==> src/rtl/out_sched_pkg.sv <==
// Shared constants and FSM encoding for the AES output scheduler.
package out_sched_pkg;

    localparam int unsigned BLK_W     = 128;
    localparam int unsigned BEAT_W    = 16;
    localparam int unsigned SER_BEATS = BLK_W / BEAT_W;

    typedef enum logic {
        IDLE  = 1'b0,
        BURST = 1'b1
    } state_e;

endpackage

==> src/rtl/out_sched_if.sv <==
// Core-result and serializer-load signals of the output scheduler.
interface out_sched_if
    import out_sched_pkg::*;
#(
    parameter int unsigned DEPTH = 2
) ();

    localparam int unsigned CNT_W = $clog2(DEPTH + 1);

    logic             in_v;
    logic             in_t;
    logic [BLK_W-1:0] in_d;
    logic             in_rdy;
    logic             en;
    logic             so_vin;
    logic             so_tin;
    logic [BLK_W-1:0] so_din;
    logic [CNT_W-1:0] count;
    logic             busy;
    logic             ovf;

    // Driver side: AES core plus control.
    modport master (
        output in_v, in_t, in_d, en,
        input  in_rdy, so_vin, so_tin, so_din, count, busy, ovf
    );

    // Scheduler side.
    modport slave (
        input  in_v, in_t, in_d, en,
        output in_rdy, so_vin, so_tin, so_din, count, busy, ovf
    );

endinterface

==> src/rtl/out_fifo.sv <==
// Small synchronous FIFO; head word is presented combinationally.
module out_fifo #(
    parameter int unsigned DEPTH = 2,
    parameter int unsigned WIDTH = 129
) (
    input  logic                         clk,
    input  logic                         rst,
    input  logic                         i_push,
    input  logic                         i_pop,
    input  logic [WIDTH-1:0]             i_data,
    output logic [WIDTH-1:0]             o_data,
    output logic                         o_full,
    output logic                         o_empty,
    output logic [$clog2(DEPTH+1)-1:0]   o_count
);

    localparam int unsigned PTR_W = $clog2(DEPTH);
    localparam int unsigned CNT_W = $clog2(DEPTH + 1);

    logic [WIDTH-1:0] r_mem [DEPTH];
    logic [PTR_W-1:0] r_wptr;
    logic [PTR_W-1:0] r_rptr;
    logic [CNT_W-1:0] r_count;
    logic             w_push;
    logic             w_pop;

    assign o_full  = (r_count == CNT_W'(DEPTH));
    assign o_empty = (r_count == '0);
    assign o_count = r_count;
    assign o_data  = r_mem[r_rptr];

    // Guard against pushing into a full or popping an empty FIFO.
    assign w_push = i_push & ~o_full;
    assign w_pop  = i_pop & ~o_empty;

    // Storage array; contents need no reset since count gates validity.
    always_ff @(posedge clk) begin
        if (w_push) begin
            r_mem[r_wptr] <= i_data;
        end
    end

    // Pointers wrap naturally because DEPTH is a power of two.
    always_ff @(posedge clk) begin
        if (rst) begin
            r_wptr  <= '0;
            r_rptr  <= '0;
            r_count <= '0;
        end else begin
            if (w_push) begin
                r_wptr <= r_wptr + 1'b1;
            end
            if (w_pop) begin
                r_rptr <= r_rptr + 1'b1;
            end
            case ({w_push, w_pop})
                2'b10:   r_count <= r_count + 1'b1;
                2'b01:   r_count <= r_count - 1'b1;
                default: r_count <= r_count;
            endcase
        end
    end

endmodule

==> src/rtl/out_sched.sv <==
// Output scheduler: queues finished AES blocks and issues one serializer
// load per block, spaced BEATS cycles apart so bursts run back-to-back.
module out_sched
    import out_sched_pkg::*;
#(
    parameter int unsigned DEPTH = 2,
    parameter int unsigned BEATS = SER_BEATS
) (
    input  logic        clk,
    input  logic        rst,
    out_sched_if.slave  bus
);

    localparam int unsigned CNT_W  = $clog2(DEPTH + 1);
    localparam int unsigned BCNT_W = (BEATS > 1) ? $clog2(BEATS) : 1;

    state_e              r_state;
    logic [BCNT_W-1:0]   r_cnt;
    logic                r_so_vin;
    logic                r_so_tin;
    logic [BLK_W-1:0]    r_so_din;
    logic                r_ovf;

    logic                w_full;
    logic                w_empty;
    logic [CNT_W-1:0]    w_count;
    logic [BLK_W:0]      w_head;
    logic                w_push;
    logic                w_issue;

    // in_rdy looks at occupancy only, so a same-cycle pop never unblocks it.
    assign w_push  = bus.in_v & ~w_full;
    assign w_issue = ~w_empty & bus.en & ((r_state == IDLE) | (r_cnt == '0));

    out_fifo #(
        .DEPTH (DEPTH),
        .WIDTH (BLK_W + 1)
    ) u_fifo (
        .clk     (clk),
        .rst     (rst),
        .i_push  (w_push),
        .i_pop   (w_issue),
        .i_data  ({bus.in_t, bus.in_d}),
        .o_data  (w_head),
        .o_full  (w_full),
        .o_empty (w_empty),
        .o_count (w_count)
    );

    assign bus.in_rdy = ~w_full;
    assign bus.so_vin = r_so_vin;
    assign bus.so_tin = r_so_tin;
    assign bus.so_din = r_so_din;
    assign bus.count  = w_count;
    assign bus.busy   = (r_state == BURST) | (w_count != '0);
    assign bus.ovf    = r_ovf;

    // Issue FSM, beat counter, registered serializer load and sticky overflow.
    always_ff @(posedge clk) begin
        if (rst) begin
            r_state  <= IDLE;
            r_cnt    <= '0;
            r_so_vin <= 1'b0;
            r_so_tin <= 1'b0;
            r_so_din <= '0;
            r_ovf    <= 1'b0;
        end else begin
            r_so_vin <= 1'b0;
            if (bus.in_v & w_full) begin
                r_ovf <= 1'b1;
            end
            if (w_issue) begin
                r_so_vin <= 1'b1;
                r_so_tin <= w_head[BLK_W];
                r_so_din <= w_head[BLK_W-1:0];
            end
            case (r_state)
                IDLE: begin
                    if (w_issue) begin
                        r_cnt   <= BCNT_W'(BEATS - 1);
                        r_state <= BURST;
                    end
                end
                BURST: begin
                    if (r_cnt != '0) begin
                        r_cnt <= r_cnt - 1'b1;
                    end else if (w_issue) begin
                        r_cnt <= BCNT_W'(BEATS - 1);
                    end else begin
                        r_state <= IDLE;
                    end
                end
                default: r_state <= IDLE;
            endcase
        end
    end

endmodule

==> src/flat_wrapper.sv <==
// flat-port wrapper written by rule: the top's interface ports become plain ports
module out_sched_flat import out_sched_pkg::*;
#(
    parameter int unsigned DEPTH = 2,
    parameter int unsigned BEATS = SER_BEATS
)
  (clk, rst, bus_in_v, bus_in_t, bus_in_d, bus_en, bus_in_rdy, bus_so_vin, bus_so_tin, bus_so_din, bus_count, bus_busy, bus_ovf);
  out_sched_if #(.DEPTH(DEPTH)) bus_i ();
  input  logic clk;
  input  logic rst;
  input wire logic [$bits(bus_i.in_v)-1:0] bus_in_v;
  input wire logic [$bits(bus_i.in_t)-1:0] bus_in_t;
  input wire logic [$bits(bus_i.in_d)-1:0] bus_in_d;
  input wire logic [$bits(bus_i.en)-1:0] bus_en;
  output wire logic [$bits(bus_i.in_rdy)-1:0] bus_in_rdy;
  output wire logic [$bits(bus_i.so_vin)-1:0] bus_so_vin;
  output wire logic [$bits(bus_i.so_tin)-1:0] bus_so_tin;
  output wire logic [$bits(bus_i.so_din)-1:0] bus_so_din;
  output wire logic [$bits(bus_i.count)-1:0] bus_count;
  output wire logic [$bits(bus_i.busy)-1:0] bus_busy;
  output wire logic [$bits(bus_i.ovf)-1:0] bus_ovf;
  assign bus_i.in_v = bus_in_v;
  assign bus_i.in_t = bus_in_t;
  assign bus_i.in_d = bus_in_d;
  assign bus_i.en = bus_en;
  assign bus_in_rdy = bus_i.in_rdy;
  assign bus_so_vin = bus_i.so_vin;
  assign bus_so_tin = bus_i.so_tin;
  assign bus_so_din = bus_i.so_din;
  assign bus_count = bus_i.count;
  assign bus_busy = bus_i.busy;
  assign bus_ovf = bus_i.ovf;
  out_sched #(.DEPTH(DEPTH), .BEATS(BEATS)) u_core (.clk(clk), .rst(rst), .bus(bus_i));
endmodule
==> config.mk <==
export PLATFORM = sky130hd
export DESIGN_NAME = out_sched_flat
export DESIGN_NICKNAME = d
export VERILOG_FILES = /design/src/rtl/out_sched_pkg.sv /design/src/rtl/out_sched_if.sv /design/src/rtl/out_fifo.sv /design/src/rtl/out_sched.sv /design/src/flat_wrapper.sv
export SDC_FILE = /design/constraint.sdc
export NUM_CORES = 1
export LEC_CHECK = 0
export ABC_CLOCK_PERIOD_IN_PS = 5630
export BUFFER_PORTS_ARGS = -buffer_cell sky130_fd_sc_hd__buf_2
export CAP_MARGIN = 20
export CORE_UTILIZATION = 35
export DETAILED_ROUTE_END_ITERATION = 16
export GPL_ROUTABILITY_DRIVEN = 0
export PLACE_DENSITY = 0.57
export REMOVE_ABC_BUFFERS = 1
export SETUP_SLACK_MARGIN = 0.02
export SYNTH_ARGS = -nofsm -noshare
export SYNTH_HDL_FRONTEND = slang
export SYNTH_SLANG_ARGS = --single-unit
==> constraint.sdc <==
create_clock -name clk -period 5.63 [get_ports clk]
set_clock_uncertainty 0.05 [all_clocks]
set_input_delay 1.126 -clock clk [delete_from_list [all_inputs] [get_ports clk]]
set_output_delay 1.126 -clock clk [all_outputs]
set_load 0.01 [all_outputs]
==> results.txt, run 1 <==
Maximum number of pins on one net before global-route repair: 88
Minimum setup slack among reg-to-reg paths: 2.73 ns
Multi-input logic area: 3650 um2
DR WL/cell: 19.8 um
Via count of the routed design: 9236
Worst hold margin: 0.399 ns
Worst R2R End: u_core.bus.so_din[72]
Outcome: finished, final reports clean
Category of the critical setup timing path: flop to flop
Sum of routed wire length over all layers: 36700 um
Post-synth cell types: 26
Buffers inserted during post-CTS setup optimization: 0
Count of cells along the worst register-to-register path: 6
Count of hold-fix buffers inserted at cts: 0
Die X-Extent: 210 um
Peak ir drop on the vdd network: 0.303 mV
Origin of the worst min-delay path: u_core.bus.so_din[26]
Power Density: 521 nW/um2
Cell type with the highest aggregate area in the netlist: edfxtp_1
Post-detailed-route count of antenna-violating nets: 0
Fill count: 3923
Worst slew margin: 24.3%
Buffer cell driving the clock tree root: clkbuf_16
Final hold viol count: 0
Die area: 44000 um2
Remaining Overflow, GRT: 0
CTS tree: built
Depth of the CTS H-tree: 2
Violation count after the first detailed-route iteration: 491
Post-Synthesis Cells: 1044
Detailed-router iteration count before antenna repair: 4
Setup slack after layout: 2.73 ns
Total Power: 9.53 mW
Unrepaired setup endpoints after global routing: false
Total global-route track usage: 16.9%
Final Core Density: 43.3%
Final cycle utilization of the critical path: 51.6%
Detailed placer's ending HPWL: 19800 um
Net count of the finished layout: 1416
Max Fclk: 344 MHz
Vias per cell: 4.98
Clock insertion delay at the later pin of the skew report: 0.55 ns
Placeable core region: 42200 um2
Share of post-route cells with drive strength above 1: 37.1%
Most numerous cell types in the synthesized netlist: a211oi_1 (258), edfxtp_1 (258), dfxtp_1 (139), inv_1 (135), mux2_2 (130)
Drt drc: 0
Maximum buffer depth of the clock tree: 3
Global-route wire length before repair: 57200 um
Proportion of synthesized flip-flops having asynchronous set or reset: 0%
Data arrival time of the critical path: 3.24 ns
Largest driver fanout on the critical path: 59
Total number of clock tree sinks: 397
Launching point of the worst reg2reg path: u_core.r_cnt[0]
Area taken by flip-flops and latches: 10500 um2
Final-layout setup total negative slack: 0 ns
Initial antenna violation count: 7
Class of the tightest hold or removal check: flop to flop
Relative area change from synthesis to final layout: 21.0%
Sequential element share of the synthesized area: 69.7%
Number of buffers created by CTS: 44
Critical Path Sink Type: flop
Worst setup slack after placement: 2.25 ns
Clock transition time at the flip-flop clock pins of the worst setup and hold paths: 0.06 ns
Die outline height: 210 um
Count of buffers inserted at the top-level ports: 267
Area of the mapped netlist: 15100 um2
Fraction of post-synthesis cell area in the top cell type by area: 51.3%
Count of instances resized after the clock tree is built: 0
Mapped Avg Cell Area: 14.5 um2
YS warnings: 0
Slew at the pin with the worst max-slew slack: 1.14 ns
Ranking of synthesized cells by area: edfxtp_1 (51%), dfxtp_1 (18%), a211oi_1 (13%), mux2_2 (9.7%), inv_1 (3.4%)
Post-synth EDFFs: 258
I/O Pins: 268
Most frequently used flop master after synthesis: edfxtp_1
End of the worst hold path: u_core.bus.so_din[26]
Number of global-route vias before repair: 9637
Cells on Worst Hold Path: 2
Worst Path Required: 5.97 ns
Number of setup violations in the final report: 0
Total of max-cap violations: 0
Period minus WS final: 2.90 ns
Max-slew violation total from the final report: 0
Leakage dissipation: 6.59 nW
Number of standard-cell rows in the floorplan: 75
Flip-flop and latch count after synthesis: 397
Startpoint kind of the worst setup timing path: flop
Effective utilization at floorplan: 35.8%
layout make-up:
type                            count  share of cell area (%)
Antenna cell                        1                  0.0137
Sequential cell                   397                    57.6
Inverter                          135                    2.80
Tap cell                          539                    3.69
Multi-Input combinational cell    422                    20.0
Clock buffer                       56                    6.66
Clock inverter                     26                    1.17
Timing Repair Buffer              280                    8.10
through the flow:
step	instances	cell area [um2]
after detailed placement	1772	16800
after global placement	1772	16800
after global routing	1855	18300
after floorplan	954	14700
after CTS	1854	18300
final	1856	18300
placed cells by master, fill, tap and decap left out, types with 2 or more instances in the layout:
cell,instances
clkbuf_1,6
a31o_2,2
clkinv_1,7
dfxtp_1,137
buf_4,11
o21ai_0,2
or3_1,3
clkbuf_8,5
inv_1,134
ha_1,3
clkbuf_16,45
mux2_2,130
inv_6,3
buf_12,2
bufinv_16,3
a211oi_1,258
nor2_1,6
nand2_1,2
nor2b_1,2
a21oi_1,6
clkinv_2,11
dfxtp_4,2
edfxtp_1,258
clkinv_4,2
buf_2,266
sequential cells by signal (all words and copies together), names as in the netlist:
| signal | cells |
|---|---|
| u_core.u_fifo.r_mem | 258 |
| u_core.bus.so_din | 128 |
| u_core.r_cnt | 3 |
| u_core.u_fifo.o_count | 2 |
| u_core.bus.ovf | 1 |
| u_core.bus.so_tin | 1 |
| u_core.bus.so_vin | 1 |
| u_core.r_state | 1 |
| u_core.u_fifo.r_rptr | 1 |
| u_core.u_fifo.r_wptr | 1 |
worst max-delay path, stage by stage, from the launching register on:
cell	delay, ns
dfxtp_1	0.33
inv_1	0.07
ha_1	0.24
nand2b_4	0.52
a21o_4	0.55
buf_4	0.72
a211oi_1	0.19
worst max path at each step:
| stage | startpoint | end | slack (ns) | cells after the start |
|---|---|---|---|---|
| after floorplan | u_core.u_fifo.o_count[0] | u_core.u_fifo.o_count[1] | -0.57 | 6 |
| after global routing | u_core.r_cnt[0] | u_core.bus.so_din[68] | 2.49 | 6 |
| final | u_core.r_cnt[0] | u_core.bus.so_din[72] | 2.73 | 6 |
| after detailed placement | bus_in_v | u_core.u_fifo.r_mem[0][21] | 2.25 | 5 |
| after global placement | bus_in_v | u_core.u_fifo.r_mem[0][54] | 2.24 | 5 |
| after CTS | u_core.r_cnt[0] | u_core.bus.so_tin | 2.68 | 6 |
routing by layer:
metal	GRT usage [%]	vias up	wire [um]
met4	4.48	12	648
met5	0	-	92
met3	4.31	65	1860
li1	-	4403	-
met2	26.8	220	17000
met1	22.9	4536	17100
kinds of logic after synthesis:
kind of cell	share of synthesized area, %
flops	69.7
compound gates	13.4
simple gates	0.538
fa+ha+maj	0.248
buf+inv	6.32
mux	9.75
xor+xnor	0.116
report_power, final:
part	total, mW	internal (mW)	leakage [nW]	switching [mW]
Clock	2.83	1.67	0.711	1.16
Sequential	4.10	3.77	3.56	0.330
Combinational	2.60	0.962	2.32	1.64
Note: power is estimated with default switching activity, not from simulation.
==> inputs of run 2 (changes only) <==
ABC_CLOCK_PERIOD_IN_PS = 3000   (was 5630)
clock period = 3 ns   (was 5.63 ns; I/O delays follow)
==> run 2 against run 1 <==
Against the previous run: maximum frequency grew 30%; critical path depth rose by 2; die area did not move; sequential power increased by 85%; global-route usage down 0.58 points; combinational power rose by 94%; total power increased by 90%; register-to-register slack worse by 2.0 ns; cell count increased by 0.11%.
==> results.txt, run 2 (synthesis results as in run 1) <==
Outcome: finished, final reports clean
Clock power share: 30.3% (+0.6 points)
Data arrival time of the critical path: 2.66 ns (-0.58 ns)
Worst slew margin: 33.3% (+9.1 points)
Register with the most flip-flops: u_core.u_fifo.r_mem
Post-detailed-route count of antenna-violating nets: 0 (unchanged)
Die outline height: 210 um (unchanged)
Critical Path Sink Type: flop
Startpoint kind of the worst setup timing path: flop
Class of the tightest hold or removal check: primary input to flop
Maximum buffer depth of the clock tree: 3 (unchanged)
Count of instances resized after the clock tree is built: 0 (unchanged)
DR WL/cell: 19.5 um (-1.6%)
Buffer cell driving the clock tree root: clkbuf_16
Share of post-route cells with drive strength above 1: 37.1% (about the same)
Die area: 44000 um2 (unchanged)
Drt drc: 0 (unchanged)
Buffers inserted during post-CTS setup optimization: 0 (unchanged)
Worst hold margin: 0.187 ns (-0.212 ns)
Count of buffers inserted at the top-level ports: 267 (unchanged)
Die X-Extent: 210 um (unchanged)
Cell-internal power: 12.3 mW (+93%)
Final hold viol count: 0 (unchanged)
Placeable core region: 42200 um2 (unchanged)
Initial antenna violation count: 5 (-2)
Count of hold-fix buffers inserted at cts: 0 (unchanged)
Max-slew violation total from the final report: 0 (unchanged)
Finished Cell Area: 18500 um2 (+0.92%)
Sum of routed wire length over all layers: 36200 um (-1.5%)
Placed Area: 17000 um2 (+0.89%)
Via count of the routed design: 9270 (+0.37%)
Detailed placer's ending HPWL: 20600 um (+4.0%)
Worst Path Required: 3.43 ns (-2.54 ns)
Category of the critical setup timing path: flop to flop
Total global-route track usage: 16.3% (-0.58 points)
Top library cells by usage in the layout, fill and taps aside: buf_2 (266), a211oi_1 (258), edfxtp_1 (258)
Number of global-route vias before repair: 9364 (-2.8%)
Period minus WS final: 2.24 ns (-0.668 ns)
I/O Pins: 268 (unchanged)
Placed Cells incl. Taps: 1777 (+0.28%)
Remaining Overflow, GRT: 0 (unchanged)
Detailed-router iteration count before antenna repair: 4 (unchanged)
Max reg flops: 258 (unchanged)
Total Power: 18.1 mW (+90%)
Effective utilization at floorplan: 35.8% (unchanged)
Clock transition time at the flip-flop clock pins of the worst setup and hold paths: 0.06 ns (about the same)
Violation count after the first detailed-route iteration: 464 (-5.5%)
Most common cell after layout, fill and taps aside: buf_2
Power Density: 981 nW/um2 (+88%)
Share of total power consumed by net switching: 31.9% (-0.93 points)
Sequential cell fraction of total power: 41.8% (-1.2 points)
Fill count: 3893 (-0.76%)
CTS tree: built
Relative area change from synthesis to final layout: 22.1%
Unrepaired setup endpoints after global routing: false
Net count of the finished layout: 1419 (+0.21%)
Global-route wire length before repair: 55100 um (-3.6%)
Leakage dissipation: 6.64 nW (+0.85%)
Largest driver fanout on the critical path: 34 (-42%)
Non-filler instance count after layout: 1858 (+0.11%)
Maximum number of pins on one net before global-route repair: 133 (+51%)
Number of standard-cell rows in the floorplan: 75 (unchanged)
Clock insertion delay at the later pin of the skew report: 0.55 ns (about the same)
Final-layout setup total negative slack: 0 ns (unchanged)
Vias per cell: 4.99 (+0.26%)
Slew at the pin with the worst max-slew slack: 1.00 ns (-0.136 ns)
Final cycle utilization of the critical path: 74.5% (+23 points)
Max Fclk: 447 MHz (+30%)
Peak ir drop on the vdd network: 1.13 mV (+270%)
Total number of clock tree sinks: 397 (unchanged)
Depth of the CTS H-tree: 2 (unchanged)
Total of max-cap violations: 0 (unchanged)
Gate power share: 27.9% (+0.6 points)
Number of setup violations in the final report: 0 (unchanged)
Number of buffers created by CTS: 43 (-2.3%)
Switching pwr: 5.77 mW (+85%)
[run 2: metrics by stage]
step	setup slack [ns]	utilization, %
2_1_floorplan	-3.20	-
3_3_place_gp	0.733	40.2
3_5_place_dp	0.691	40.2
4_1_cts	0.760	43.7
5_1_grt	0.607	43.7
6_report	0.765	43.7
[run 2: path summary, 6_finish.rpt]
| kind | startpoint | to | slack, ns | cells past startpoint |
|---|---|---|---|---|
| hold reg to reg | u_core.bus.so_din[11] | u_core.bus.so_din[11] | 0.40 | 2 |
| hold / removal | bus_in_d[86] | u_core.u_fifo.r_mem[0][86] | 0.19 | 1 |
| setup / recovery | u_core.r_cnt[0] | u_core.u_fifo.o_count[1] | 0.76 | 8 |
| setup reg to reg | u_core.r_cnt[0] | u_core.u_fifo.o_count[1] | 0.76 | 8 |
[run 2: area by class of cell]
cell class              instances  area (um2)  share of cell area, %
repair buffers                284        1600                   8.69
clock buffers                  59        1220                   6.60
well taps                     539         674                   3.65
inverters                     135         512                   2.77
multi-input cells             422        3650                   19.8
flip-flops and latches        397       10500                   57.1
diodes                          2        5.00                 0.0271
clock inverters                20         256                   1.39
[run 2: worst max-delay path, cell delays in order (launching register included)]
cell and delay (ns):
dfxtp_1 0.33, inv_1 0.07, ha_1 0.24, nand2b_4 0.10
a21o_4 0.41, inv_1 0.13, ha_1 0.34, or3_1 0.35
a21oi_1 0.15
[run 2: per-layer routing]
layer | global-route usage [%] | vias to the layer above | wire length, um
li1 | - | 4404 | -
met1 | 22.7 | 4574 | 16900
met2 | 25.3 | 225 | 16500
met3 | 3.22 | 61 | 1820
met4 | 5.66 | 6 | 808
met5 | 0 | - | 38
[run 2: power by group through the flow]
stage          combinational (mW)  clock (mW)  sequential [mW]
2_1_floorplan                2.58           0             8.19
3_3_place_gp                 5.11           0             7.67
3_5_place_dp                 5.14           0             7.69
4_1_cts                      5.16        5.64             7.59
5_1_grt                      5.52        5.83             7.68
6_report                     5.05        5.48             7.57
